## src/rtl/spi_bridge_pkg.sv

```systemverilog
// Shared types and constants for the SPI-to-AHB-Lite bridge.
package spi_bridge_pkg;

    typedef enum logic [2:0] {
        StCmd,
        StAddr,
        StWdata,
        StAhbAddr,
        StAhbData,
        StTurn,
        StRdata,
        StSkip
    } state_t;

    localparam logic [7:0] CMD_WRITE     = 8'h02;
    localparam logic [7:0] CMD_READ      = 8'h03;
    localparam logic [7:0] SKIP_BYTE     = 8'hFF;
    localparam logic [1:0] HTRANS_IDLE   = 2'b00;
    localparam logic [1:0] HTRANS_NONSEQ = 2'b10;
    localparam logic [2:0] HSIZE_WORD    = 3'b010;

endpackage

```

## src/rtl/spi_sck_sync.sv

```systemverilog
// Synchronises raw sck/cs_n into clk and turns every eighth sck rise into a byte strobe.
module spi_sck_sync #(
    parameter int unsigned SYNC_STAGES = 2
) (
    input  logic clk,
    input  logic reset,
    input  logic sck,
    input  logic cs_n,
    output logic cs_high,
    output logic byte_stb
);

    logic [SYNC_STAGES-1:0] sck_sync;
    logic [SYNC_STAGES-1:0] cs_sync;
    logic                   sck_prev;
    logic [2:0]             bitcnt;
    logic                   sck_rise;

    assign cs_high  = cs_sync[SYNC_STAGES-1];
    assign sck_rise = sck_sync[SYNC_STAGES-1] && !sck_prev;

    always_ff @(posedge clk) begin
        if (reset) begin
            sck_sync <= '0;
            cs_sync  <= '1;
            sck_prev <= 1'b0;
            bitcnt   <= 3'd0;
            byte_stb <= 1'b0;
        end else begin
            sck_sync <= {sck_sync[SYNC_STAGES-2:0], sck};
            cs_sync  <= {cs_sync[SYNC_STAGES-2:0], cs_n};
            sck_prev <= sck_sync[SYNC_STAGES-1];
            byte_stb <= 1'b0;
            if (cs_high) begin
                bitcnt <= 3'd0;
            end else if (sck_rise) begin
                bitcnt <= bitcnt + 3'd1;
                byte_stb <= (bitcnt == 3'd7);
            end
        end
    end

endmodule

```

## src/rtl/spi_ahb_bridge.sv

```systemverilog
// Decodes SPI command frames into single-word AHB-Lite transfers and serves read-back bytes.
module spi_ahb_bridge
    import spi_bridge_pkg::*;
#(
    parameter int unsigned SYNC_STAGES = 2,
    parameter logic [7:0]  IDLE_BYTE   = 8'hA5
) (
    input  logic        clk,
    input  logic        reset,
    input  logic        sck,
    input  logic        cs_n,
    input  logic [7:0]  spi_q,
    output logic [7:0]  spi_d,
    output logic [31:0] HADDR,
    output logic [1:0]  HTRANS,
    output logic        HWRITE,
    output logic [2:0]  HSIZE,
    output logic [31:0] HWDATA,
    input  logic [31:0] HRDATA,
    input  logic        HREADY,
    output logic        busy
);

    state_t      state;
    logic [31:0] addr;
    logic [31:0] data;
    logic [1:0]  byte_idx;
    logic        is_write;
    logic        cs_high;
    logic        byte_stb;

    spi_sck_sync #(
        .SYNC_STAGES(SYNC_STAGES)
    ) u_sync (
        .clk     (clk),
        .reset   (reset),
        .sck     (sck),
        .cs_n    (cs_n),
        .cs_high (cs_high),
        .byte_stb(byte_stb)
    );

    assign HSIZE = HSIZE_WORD;

    always_ff @(posedge clk) begin
        if (reset) begin
            state    <= StCmd;
            addr     <= '0;
            data     <= '0;
            byte_idx <= '0;
            is_write <= 1'b0;
            spi_d    <= IDLE_BYTE;
            HADDR    <= '0;
            HTRANS   <= HTRANS_IDLE;
            HWRITE   <= 1'b0;
            HWDATA   <= '0;
            busy     <= 1'b0;
        end else if (cs_high && state != StAhbAddr && state != StAhbData) begin
            // An AHB transfer in flight always finishes before the frame is dropped.
            state    <= StCmd;
            byte_idx <= '0;
            spi_d    <= IDLE_BYTE;
        end else begin
            unique case (state)
                StCmd: if (byte_stb) begin
                    byte_idx <= '0;
                    if (spi_q == CMD_WRITE || spi_q == CMD_READ) begin
                        is_write <= (spi_q == CMD_WRITE);
                        state    <= StAddr;
                    end else begin
                        state <= StSkip;
                        spi_d <= SKIP_BYTE;
                    end
                end
                StAddr: if (byte_stb) begin
                    addr     <= {addr[23:0], spi_q};
                    byte_idx <= byte_idx + 2'd1;
                    if (byte_idx == 2'd3) begin
                        if (is_write) begin
                            state <= StWdata;
                        end else begin
                            state  <= StAhbAddr;
                            HADDR  <= {addr[23:0], spi_q};
                            HWRITE <= 1'b0;
                            HTRANS <= HTRANS_NONSEQ;
                            busy   <= 1'b1;
                        end
                    end
                end
                StWdata: if (byte_stb) begin
                    data     <= {data[23:0], spi_q};
                    byte_idx <= byte_idx + 2'd1;
                    if (byte_idx == 2'd3) begin
                        state  <= StAhbAddr;
                        HADDR  <= addr;
                        HWDATA <= {data[23:0], spi_q};
                        HWRITE <= 1'b1;
                        HTRANS <= HTRANS_NONSEQ;
                        busy   <= 1'b1;
                    end
                end
                StAhbAddr: if (HREADY) begin
                    HTRANS <= HTRANS_IDLE;
                    state  <= StAhbData;
                end
                StAhbData: if (HREADY) begin
                    busy <= 1'b0;
                    if (is_write) begin
                        state <= StSkip;
                    end else begin
                        data  <= HRDATA;
                        spi_d <= HRDATA[31:24];
                        state <= StTurn;
                    end
                end
                // The slave latches spi_d as each byte ends, so advance one byte ahead.
                StTurn: if (byte_stb) begin
                    spi_d    <= data[23:16];
                    byte_idx <= '0;
                    state    <= StRdata;
                end
                StRdata: if (byte_stb) begin
                    byte_idx <= byte_idx + 2'd1;
                    unique case (byte_idx)
                        2'd0: spi_d <= data[15:8];
                        2'd1: spi_d <= data[7:0];
                        2'd2: spi_d <= IDLE_BYTE;
                        2'd3: state <= StSkip;
                    endcase
                end
                StSkip: ;
            endcase
        end
    end

endmodule

```

## config.mk

```make
export PLATFORM = sky130hd
export DESIGN_NAME = spi_ahb_bridge
export DESIGN_NICKNAME = d
export VERILOG_FILES = /design/src/rtl/spi_bridge_pkg.sv /design/src/rtl/spi_sck_sync.sv /design/src/rtl/spi_ahb_bridge.sv
export SDC_FILE = /design/constraint.sdc
export NUM_CORES = 1
export LEC_CHECK = 0
export ABC_CLOCK_PERIOD_IN_PS = 3440
export BUFFER_PORTS_ARGS = -buffer_cell sky130_fd_sc_hd__buf_4
export CORE_ASPECT_RATIO = 1.4
export CORE_MARGIN = 10
export CORE_UTILIZATION = 44
export DETAILED_ROUTE_END_ITERATION = 8
export PLACE_DENSITY_LB_ADDON = 0.25
export SLEW_MARGIN = 5
export SYNTH_ARGS = -nofsm -noshare
export SYNTH_HDL_FRONTEND = slang
export SYNTH_SLANG_ARGS = --single-unit
```

## constraint.sdc

```tcl
create_clock -name clk -period 3.44 [get_ports clk]
set_input_delay 0.172 -clock clk [delete_from_list [all_inputs] [get_ports clk]]
set_output_delay 0.172 -clock clk [all_outputs]
set_load 0.02 [all_outputs]
```

### After elaboration in Yosys (flattened, before gate mapping)

Cells that the tools add are included.

| operators by class | value |
|---|---|
| add/sub/neg operators | 2 |
| equality and inequality tests | 30 |
| muxes and demuxes | 53 |
| bitwise logic cells | 2 |
| reductions and logical operators | 29 |

Operator list:

| kind | count |
|---|---|
| 2-to-1 mux 32 bit | 5 |
| 2-to-1 mux 24 bit | 3 |
| case mux 32 bit (2 select lines) | 1 |
| 2-to-1 mux 8 bit | 6 |
| case mux 24 bit (2 select lines) | 1 |
| 2-to-1 mux 3 bit | 11 |
| case mux 8 bit (4 select lines) | 1 |
| case mux 8 bit (3 select lines) | 1 |
| AND reduction 8 bit | 3 |
| case mux 3 bit (7 select lines) | 1 |
| 2-to-1 mux 2 bit | 9 |
| == test 8 x 2 -> 1 bit, second input constant | 2 |
| != test 2 bit, second input constant | 8 |
| != test 2 x 1 -> 1 bit, second input constant | 7 |
| == test 3 bit, second input constant | 4 |
| AND reduction 11 bit | 1 |
| 2-to-1 mux 1 bit | 10 |
| AND reduction 4 bit | 2 |
| AND reduction 7 bit | 1 |
| nonzero test 7 bit | 1 |
| == test 3 x 2 -> 1 bit, second input constant | 2 |
| case mux 2 bit (3 select lines) | 1 |
| AND reduction 3 bit | 2 |
| nonzero test 2 bit | 3 |
| 22 further kinds | 30 |

| storage, ports and cells | value |
|---|---|
| flip-flop bits (word level) | 147 |
| output and inout bits | 79 |

### Longest topological paths before layout

Gate-level depths: netlist of the first run.

| depth | value |
|---|---|
| word-level depth | 5 |
| depth in mapped cells | 9 |
| gate-level depth less buffers | 7 |

### Cells and area by module

A second synthesis of the first run with hierarchy kept.

| unflattened totals | value |
|---|---|
| cell total of the unflattened synthesis | 823 |
| area, all modules | 6497.5 µm² |

Modules (own cells, without submodules):

| module | instances | cells each | area each (µm²) |
|---|---|---|---|
| spi_ahb_bridge | 1 | 798 | 6188.4 |
| spi_sck_sync | 1 | 25 | 309.0 |

### Worst setup path before layout of the first run

No wires, ideal clock.

| timing path | value |
|---|---|
| path type | register -> register |
| from | reg byte_idx[0] |
| to | reg HADDR[8] |
| library setup time | 0.145 ns |
| arrival time | 1.699 ns |
| path slack | 1.597 ns |
| cell stages (with the launch flop) | 8 |
| buffers on the path | 2 |
| clock period less this slack | 1.843 ns |
| cells stage by stage | dfxtp_1 > ha_1 > nand2_1 > a221o_1 > nor3b_2 > buf_4 > buf_2 > a211oi_1 |

| between the ends | value |
|---|---|
| word-level cells in the longest chain between the ends | 3 |
| elaborated cells on any way between the ends | 4 |
| classes of those cells | eq/ne: 3; reduce/logical: 1 |

RTL lines:

| item | line | RTL |
|---|---|---|
| start, declared | spi_ahb_bridge.sv:27 | `logic [1:0] byte_idx;` |
| start signal, assigned | spi_ahb_bridge.sv:77 | `byte_idx <= byte_idx + 2'd1;` |
| start signal, assigned | spi_ahb_bridge.sv:92 | `byte_idx <= byte_idx + 2'd1;` |
| start signal, assigned | spi_ahb_bridge.sv:123 | `byte_idx <= byte_idx + 2'd1;` |
| == test 2 bit * | spi_ahb_bridge.sv:78, spi_ahb_bridge.sv:93 |  |
| != test 2 bit (no line) | n/a |  |
| AND reduction 7 bit (no line) * | n/a |  |
| end signal, assigned | spi_ahb_bridge.sv:83 | `HADDR <= {addr[23:0], spi_q};` |
| end signal, assigned | spi_ahb_bridge.sv:95 | `HADDR <= addr;` |
| end, declared | spi_ahb_bridge.sv:14 | `output logic [31:0] HADDR,` |

Every way passes the cells marked *; elsewhere a longest branch is shown, timed or not.
A chain may end at the register's enable or synchronous reset.

### Final worst setup path of the first run

| timing path | value |
|---|---|
| from | reg byte_idx[0] |
| to | reg spi_d[7] |

| between the ends | value |
|---|---|
| word-level cells in the longest chain between the ends | 4 |
| elaborated cells on any way between the ends | 8 |
| classes of those cells | eq/ne: 3; mux: 3; reduce/logical: 2 |

RTL lines:

| item | line | RTL |
|---|---|---|
| == test 2 bit, or another cell as far along | spi_ahb_bridge.sv:124 | `unique case (byte_idx)` |
| case mux 8 bit (3 select lines) | spi_ahb_bridge.sv:124 |  |
| 2-to-1 mux 8 bit | spi_ahb_bridge.sv:122 | `StRdata: if (byte_stb) begin` |
| case mux 8 bit (4 select lines) | spi_ahb_bridge.sv:64 | `unique case (state)` |
| end signal, assigned | spi_ahb_bridge.sv:118 | `spi_d <= data[23:16];` |
| end signal, assigned | spi_ahb_bridge.sv:125 | `2'd0: spi_d <= data[15:8];` |
| end signal, assigned | spi_ahb_bridge.sv:126 | `2'd1: spi_d <= data[7:0];` |
| end, declared | spi_ahb_bridge.sv:13 | `output logic [7:0] spi_d,` |

Parallel ways exist; a longest one is shown, timed or not. The select of a mux whose other input is x is not followed.

==> results of run 1 <==
[kinds of logic (layout without fill, tap and decap cells)]
kind of cell	count (synthesis)	count (layout)	synth area share, %
AO/OA/AOI/OAI	166	166	18.4
XOR/XNOR	2	2	0.279
adder cells (fa/ha/maj)	6	6	1.20
buffers and inverters	75	172	5.36
flip-flops	146	146	46.5
multiplexers	40	40	6.47
other	2	4	0.120
AND/OR/NAND/NOR	328	328	21.7
[routing by layer]
| layer | vias up | wire [µm] | global-route usage, % | part of all wire, % |
|---|---|---|---|---|
| met5 | - | 0 | 0 | 0 |
| met4 | 0 | 368 | 6.00 | 2.1 |
| met3 | 24 | 1280 | 6.00 | 7.4 |
| met2 | 186 | 8560 | 29.0 | 50 |
| met1 | 2522 | 7050 | 20.1 | 41 |
| li1 | 2803 | - | - | - |
[worst register-to-register path, delay by kind of cell (launching register included)]
| family | cells | cell delay (ps) |
|---|---|---|
| flops | 1 | 470 |
| buf+inv | 1 | 100 |
| fa+ha+maj | 1 | 570 |
| compound gates | 3 | 780 |
| simple gates | 1 | 320 |
[Yosys cell counts, types with 6 or more instances]
cell,number,share of area (%)
sky130_fd_sc_hd__mux2i_1,35,5.6
sky130_fd_sc_hd__ha_1,6,1.2
sky130_fd_sc_hd__a211oi_1,26,3.1
sky130_fd_sc_hd__clkbuf_1,35,2.1
sky130_fd_sc_hd__inv_1,6,0.36
sky130_fd_sc_hd__and3_1,8,0.80
sky130_fd_sc_hd__buf_4,6,0.72
sky130_fd_sc_hd__a21oi_1,76,6.1
sky130_fd_sc_hd__nand2_1,192,11
sky130_fd_sc_hd__buf_2,26,2.1
sky130_fd_sc_hd__a311oi_1,25,3.5
sky130_fd_sc_hd__nor3_1,13,1.0
sky130_fd_sc_hd__nor2_1,80,4.8
sky130_fd_sc_hd__a211oi_2,10,2.0
sky130_fd_sc_hd__dfxtp_1,146,47
sky130_fd_sc_hd__nor2b_1,13,1.3
[area by class of cell]
type | count | area [µm²]
Multi-Input combinational cell | 546 | 3050
Inverter | 6 | 22.5
Sequential cell | 146 | 2920
Fill cell | 1309 | 6160
Timing Repair Buffer | 134 | 1040
Clock buffer | 20 | 457
Clock inverter | 12 | 96.3
Tap cell | 185 | 231
[power by group through the flow]
stage / combinational [mW] / clock, mW / sequential, mW
after floorplan: 0.0485 / 0 / 1.73
after global placement: 0.105 / 0 / 1.73
after detailed placement: 0.103 / 0 / 1.73
after CTS: 0.105 / 1.76 / 1.69
after global routing: 0.113 / 1.84 / 1.69
final: 0.105 / 1.73 / 1.69
[what timing repair did]
action                     CTS  global route
setup endpoints to repair    0             0
hold endpoints to repair     2             0
hold buffers                 2             0
[worst paths after layout]
kind                                                     end  slack (ps)
worst min register to register  u_sync.cs_sync[1]$_SDFF_PP1_         410
worst max register to register         spi_d[7]$_SDFFE_PP1P_        1030
worst min-delay path                   data[19]$_SDFFE_PP0P_          20
worst max-delay path                   spi_d[7]$_SDFFE_PP1P_        1030
[sequential cells by signal, summed over array words and instances (netlist names), 2 cells and up]
signal	cells
HADDR	32
HWDATA	32
addr	32
data	24
spi_d	8
state	3
u_sync.bitcnt	3
byte_idx	2
u_sync.cs_sync	2
u_sync.sck_sync	2
[through the flow]
| step | cell area [µm²] | util [%] | power, mW |
|---|---|---|---|
| global route | 7810 | 55.9 | 3.64 |
| floorplan | 6290 | - | 1.78 |
| global placement | 7240 | 51.8 | 1.84 |
| CTS | 7810 | 55.9 | 3.56 |
| finish | 7810 | 55.9 | 3.53 |
| detailed placement | 7240 | 51.8 | 1.84 |
==> impl_metrics.tcl, run 1 <==
set metrics [dict create \
    result_of_the_run "complete, no violations" \
    cts_root_buffer "sky130_fd_sc_hd__clkbuf_16" \
    clkSinkCount 146 \
    grt_antenna_before_repair 0 \
    critPathRequiredTime_ps 3690 \
    critical_path.endpoint_type "flop" \
    global_route_wire_length_before_repair_mm 27.6 \
    worst_hold_path_type "in -> reg" \
    ys.flop_type "sky130_fd_sc_hd__dfxtp_1" \
    h_tree_depth 4 \
    setup.worst_path.start "byte_idx[0]$_SDFFE_PP0P_" \
    tritoncts_clock_tree "done" \
    clock_path_buffers 2 \
    post_route_insts_no_fill 1049 \
    fin_hold_ws_ps 18.7 \
    drt-wirelength-per-cell_um 16.4 \
    max_slew.worst_pin.slew_ps 955 \
    post-place-cells 1015 \
    switching_power_mw 0.812 \
    critical-path-slowest-cell "sky130_fd_sc_hd__ha_1" \
    fp.dieW_um 121 \
    rsz0062_at_grt "no" \
    remaining_drc_errors 0 \
    synth_seq_area_share_pct 46.5 \
    worst_reg_to_reg_path_cell_count 6 \
    mostFrequentLayoutCell "sky130_fd_sc_hd__nand2_1" \
    synthesis.area_um2 6280 \
    syn_inst 765 \
    antenna-diode-count 0 \
    launching_point_of_the_worst_reg2reg_path "byte_idx[0]$_SDFFE_PP0P_" \
    layout_common_cells "sky130_fd_sc_hd__nand2_1, sky130_fd_sc_hd__dfxtp_1, sky130_fd_sc_hd__buf_4" \
    count_of_max_cap_constraint_violations 0 \
    number_of_global_route_vias_before_repair 5325 \
    maxClockFrequency_mhz 415 \
    number_of_cells_on_the_worst_hold_path 3 \
    crit_cells 6 \
    grt-ovfl-total 0 \
    design.portCount 124 \
    path_clk_slew_ps 60 \
    critical_path.max_stage_delay_ps 570 \
    grt_max_degree 80 \
    timing_hold_violations_final 0 \
    max-vdd-ir-drop_mv 0.245 \
    power.density_cell_area_nw_per_um2 451 \
    via_count 5535 \
    number_of_detailed_route_iterations_in_the_first_pass 5 \
    clkLatencyLatePin_ps 420 \
    post-cts-setup-buffers 0 \
    critical_path.startpoint_type "flop" \
    intPower_mw 2.71 \
    power_switching_share_pct 23.0 \
    synth_edf_count 0 \
    final_net_count 902 \
    ys_ff_latch 146 \
    groute.usage.overall_pct 17.4 \
    critPathTopFamily "compound AO/OA/AOI/OAI gates" \
    finalCriticalPeriod_ps 2410 \
    die_y_um 161 \
    timing.final.max_slew_violations 0 \
    startpoint_of_the_lowest_slack_hold_path "HRDATA[19]" \
    worst-endpoint-arrival_ps 2660 \
    final.setup_skew_ps 8.86 \
    initial_util_pct 44.9 \
    route.final.wire_length_mm 17.3 \
    ys_warn_count 0 \
    drive_above_1_share_pct 21.5 \
    sequentialPowerShare_pct 48.1 \
    number_of_cell_rows 51 \
    finalWorstSetupSlack_ps 1030 \
    power.leakage_nw 2.74 \
    place_worst_setup_slack_ps 1120 \
    core_area_um2 14000 \
    criticalPathCategory "reg -> reg" \
    place.port_buffers 119 \
    detailedRoute.firstIterationViolations 399 \
    detailed_place_hpwl_mm 12.0 \
    vias_per_cell 5.28 \
    cts_bufs_inserted 17 \
    synth.lib_cells_used.distinct 46 \
    synth_async_sr_flop_share_pct 0 \
    setup_viol 0 \
    timing.critical_path.buf_inv 1 \
    synthToLayoutAreaGrowth_pct 24.4 \
    worstPathMaxFanout 15 \
    pwr-share-comb_pct 3.0 \
    worst_slew_margin_rel_pct 36.4 \
    cp_cell_sequence "inv_1 > ha_1 > nor2b_1 > a211oi_1 > o32ai_1 > a41oi_1" \
    detail-route-antenna-nets 0 \
    totalNegativeSetupSlack_ps 0 \
    dieArea_um2 19500 \
    period_utilization_pct 70.1 \
    routability_driven_placement_congestion_ratio 0.890 \
    quantity_of_gates_resized_following_cts 0 \
    clock_power_share_pct 49.0 \
    synth_area_per_cell_um2 8.21 \
]
No activity file was read; power rests on OpenSTA's default activity.
==> inputs of run 2 (changes only) <==
--- a/config.mk
+++ b/config.mk
@@ -5,7 +5,8 @@
 export SDC_FILE = /design/constraint.sdc
 export NUM_CORES = 1
 export LEC_CHECK = 0
-export ABC_CLOCK_PERIOD_IN_PS = 3440
+export ABC_AREA = 1
+export ABC_CLOCK_PERIOD_IN_PS = 2300
 export BUFFER_PORTS_ARGS = -buffer_cell sky130_fd_sc_hd__buf_4
 export CORE_ASPECT_RATIO = 1.4
 export CORE_MARGIN = 10
==> constraint.sdc (replaced) <==
create_clock -name clk -period 2.3 [get_ports clk]
set_input_delay 0.115 -clock clk [delete_from_list [all_inputs] [get_ports clk]]
set_output_delay 0.115 -clock clk [all_outputs]
set_load 0.02 [all_outputs]
==> run 2 against run 1 <==
Maximum frequency increased by 17%. Final cell count increased by 27%. Global-route usage rose by 0.92 points. Utilization fell by 0.38 points. First-iteration DRC count grew 11%. Register-to-register slack got worse by 800 ps. Via count rose by 17%. Worst setup slack got worse by 800 ps. Die area grew 6.4%. Wire length is 10% higher. Critical endpoint is now HADDR[7]$_SDFFE_PP0P_. Largest power group unchanged. Highest routed layer unchanged.
==> impl_metrics.tcl, run 2 <==
set metrics [dict create \
    final_core_utilization_pct 55.5 \
    totalNegativeSetupSlack_ps 0 \
    h_tree_depth 4 \
    compound_gate_portion_of_the_synthesized_area_pct 17.0 \
    ys_ff_latch 146 \
    place.port_buffers 119 \
    grt-ovfl-total 0 \
    most_common_cell_in_the_synthesized_netlist "sky130_fd_sc_hd__nand2_1" \
    detail-route-antenna-nets 0 \
    ys_warn_count 0 \
    synth_async_sr_flop_share_pct 0 \
    timing.final.max_slew_violations 0 \
    yosys.area.top_type_share_pct 43.3 \
    criticalPathCategory "reg -> reg" \
    worstPathMaxFanout 66 \
    ff2ff_setup_slack_ps 230 \
    die_y_um 167 \
    initial_util_pct 44.8 \
    tritoncts_clock_tree "done" \
    number_of_detailed_route_iterations_in_the_first_pass 7 \
    post_route_insts_no_fill 1330 \
    synth_area_per_cell_um2 6.57 \
    synth_adder_area_share_pct 1.11 \
    mostFrequentLayoutCell "sky130_fd_sc_hd__nand2_1" \
    rsz0062_at_grt "no" \
    finalCriticalPeriod_ps 2070 \
    remaining_drc_errors 0 \
    post-cts-setup-buffers 0 \
    max_slew.worst_pin.slew_ps 656 \
    worst_slew_margin_rel_pct 56.3 \
    timing_hold_violations_final 0 \
    synth_edf_count 0 \
    count_of_max_cap_constraint_violations 0 \
    synth_seq_area_share_pct 43.3 \
    worst_reg_to_reg_path_cell_count 10 \
    max-vdd-ir-drop_mv 0.383 \
    clock_path_buffers 2 \
    synth_top_family_by_area "simple AND/OR/NAND/NOR gates" \
    synthToLayoutAreaGrowth_pct 23.8 \
    critical_path.startpoint_type "flop" \
    largest_registers "HADDR: 32 flops, HWDATA: 32 flops, addr: 32 flops" \
    synth.mux.area_fraction_pct 0 \
    launching_point_of_the_worst_reg2reg_path "state[0]$_SDFFE_PP0P_" \
    cts_bufs_inserted 17 \
    grt_antenna_before_repair 0 \
    via_count 6482 \
    detailedRoute.firstIterationViolations 441 \
    period_utilization_pct 89.9 \
    maxClockFrequency_mhz 484 \
    vias_per_cell 4.87 \
    worst_hold_path_type "in -> reg" \
    number_of_cells_on_the_worst_hold_path 3 \
    route.final.wire_length_mm 19.1 \
    syn_inst 1027 \
    cts_root_buffer "sky130_fd_sc_hd__clkbuf_16" \
    setup_viol 0 \
    setup.worst_path.start "state[0]$_SDFFE_PP0P_" \
    groute.usage.overall_pct 18.3 \
    critical_path.endpoint_type "flop" \
    design.portCount 124 \
    synth.lib_cells_used.distinct 24 \
    synth_commonest_cells "sky130_fd_sc_hd__nand2_1, sky130_fd_sc_hd__nor2_1, sky130_fd_sc_hd__dfxtp_1" \
    power.leakage_nw 3.55 \
    result_of_the_run "complete, no violations" \
    post-synth-top-area-cell "sky130_fd_sc_hd__dfxtp_1" \
    layout_common_cells "sky130_fd_sc_hd__nand2_1, sky130_fd_sc_hd__nor2_1, sky130_fd_sc_hd__dfxtp_1" \
    synthesis.area_um2 6750 \
    worst_r2r_endpoint "HADDR[7]$_SDFFE_PP0P_" \
    yosys.area_share.xor_xnor_pct 0 \
    synth.area.top_cells "sky130_fd_sc_hd__dfxtp_1, sky130_fd_sc_hd__nand2_1, sky130_fd_sc_hd__o21ai_0, sky130_fd_sc_hd__nor2_1, sky130_fd_sc_hd__inv_1" \
    post-place-cells 1295 \
    global_route_wire_length_before_repair_mm 31.4 \
    grt_max_degree 72 \
    ys.flop_type "sky130_fd_sc_hd__dfxtp_1" \
    number_of_cell_rows 53 \
    path_clk_slew_ps 60 \
    routability_driven_placement_congestion_ratio 0.909 \
    critPathCapture "HADDR[7]$_SDFFE_PP0P_" \
    final.setup_skew_ps 11.0 \
    number_of_global_route_vias_before_repair 6191 \
    worst-endpoint-arrival_ps 2380 \
    clkSinkCount 146 \
    fp.dieW_um 125 \
    yosys.area_share.simple_pct 26.2 \
    critPathRequiredTime_ps 2610 \
    power.density_cell_area_nw_per_um2 647 \
    dieArea_um2 20800 \
    core_area_um2 15100 \
    final_net_count 1178 \
    detailed_place_hpwl_mm 13.8 \
    antenna-diode-count 0 \
    clkLatencyLatePin_ps 430 \
    drt-wirelength-per-cell_um 14.3 \
    drive_above_1_share_pct 15.8 \
]
run 2: layout make-up:
| cell class | count | area [µm²] |
|---|---|---|
| Sequential cell | 146 | 2920 |
| Clock inverter | 11 | 115 |
| Tap cell | 192 | 240 |
| Multi-Input combinational cell | 683 | 3020 |
| Fill cell | 1522 | 6700 |
| Inverter | 142 | 533 |
| Timing Repair Buffer | 137 | 1080 |
| Clock buffer | 19 | 443 |
run 2: metrics by stage:
| step | power (mW) | worst slack, ps | instance area (µm²) | hold WS [ps] |
|---|---|---|---|---|
| after global routing | 5.59 | 49.9 | 8360 | 18.5 |
| after global placement | 2.79 | 230 | 7750 | 303 |
| after detailed placement | 2.79 | 252 | 7750 | 308 |
| final | 5.40 | 232 | 8360 | 8.10 |
| after CTS | 5.45 | 227 | 8360 | 4.05 |
| after floorplan | 2.69 | 723 | 6760 | 186 |
run 2: cell families (layout without fill, tap and decap cells):
kind of cell / Yosys count / count (layout)
fa+ha+maj: 6 / 6
other cells: 2 / 4
compound gates: 228 / 228
buf+inv: 200 / 309
flops: 146 / 146
simple gates: 445 / 445
run 2: worst min path at each step:
stage,startpoint,end
3_5_place_dp,cs_n,u_sync.cs_sync[0]$_SDFF_PP1_
5_1_grt,spi_q[7],addr[7]$_SDFFE_PP0P_
6_report,spi_q[7],addr[7]$_SDFFE_PP0P_
2_1_floorplan,reset,u_sync.sck_sync[0]$_SDFF_PP0_
3_3_place_gp,cs_n,u_sync.cs_sync[0]$_SDFF_PP1_
4_1_cts,spi_q[7],HWDATA[7]$_SDFFE_PP0P_
run 2: what timing repair did:
item,4_1_cts,5_1_grt
hold buffers,5,0
hold endpoints to repair,6,0
gates resized for setup,0,0
setup endpoints to repair,0,0
run 2: worst max-delay path, stage by stage (launching register included):
cell	delay (ps)
sky130_fd_sc_hd__dfxtp_1	600
sky130_fd_sc_hd__nand2_2	200
sky130_fd_sc_hd__inv_2	110
sky130_fd_sc_hd__nand2_1	120
sky130_fd_sc_hd__nand3_2	140
sky130_fd_sc_hd__nand3_1	130
sky130_fd_sc_hd__nor2_4	140
sky130_fd_sc_hd__buf_12	270
sky130_fd_sc_hd__nand2_1	90
sky130_fd_sc_hd__nand2_1	80
sky130_fd_sc_hd__nor2_1	50
run 2: report_power, final:
part / internal, mW / switching, mW / leakage [nW]
clock network: 1.60 / 1.06 / 0.278
registers: 2.53 / 0.00162 / 1.18
logic: 0.0893 / 0.116 / 2.09
total: 4.22 / 1.18 / 3.55
run 2: per-layer routing:
| layer | GRT usage (%) | routed length (µm) |
|---|---|---|
| met5 | 0 | 0 |
| met4 | 7.92 | 428 |
| met3 | 5.15 | 1130 |
| met2 | 32.4 | 9770 |
| met1 | 19.9 | 7750 |
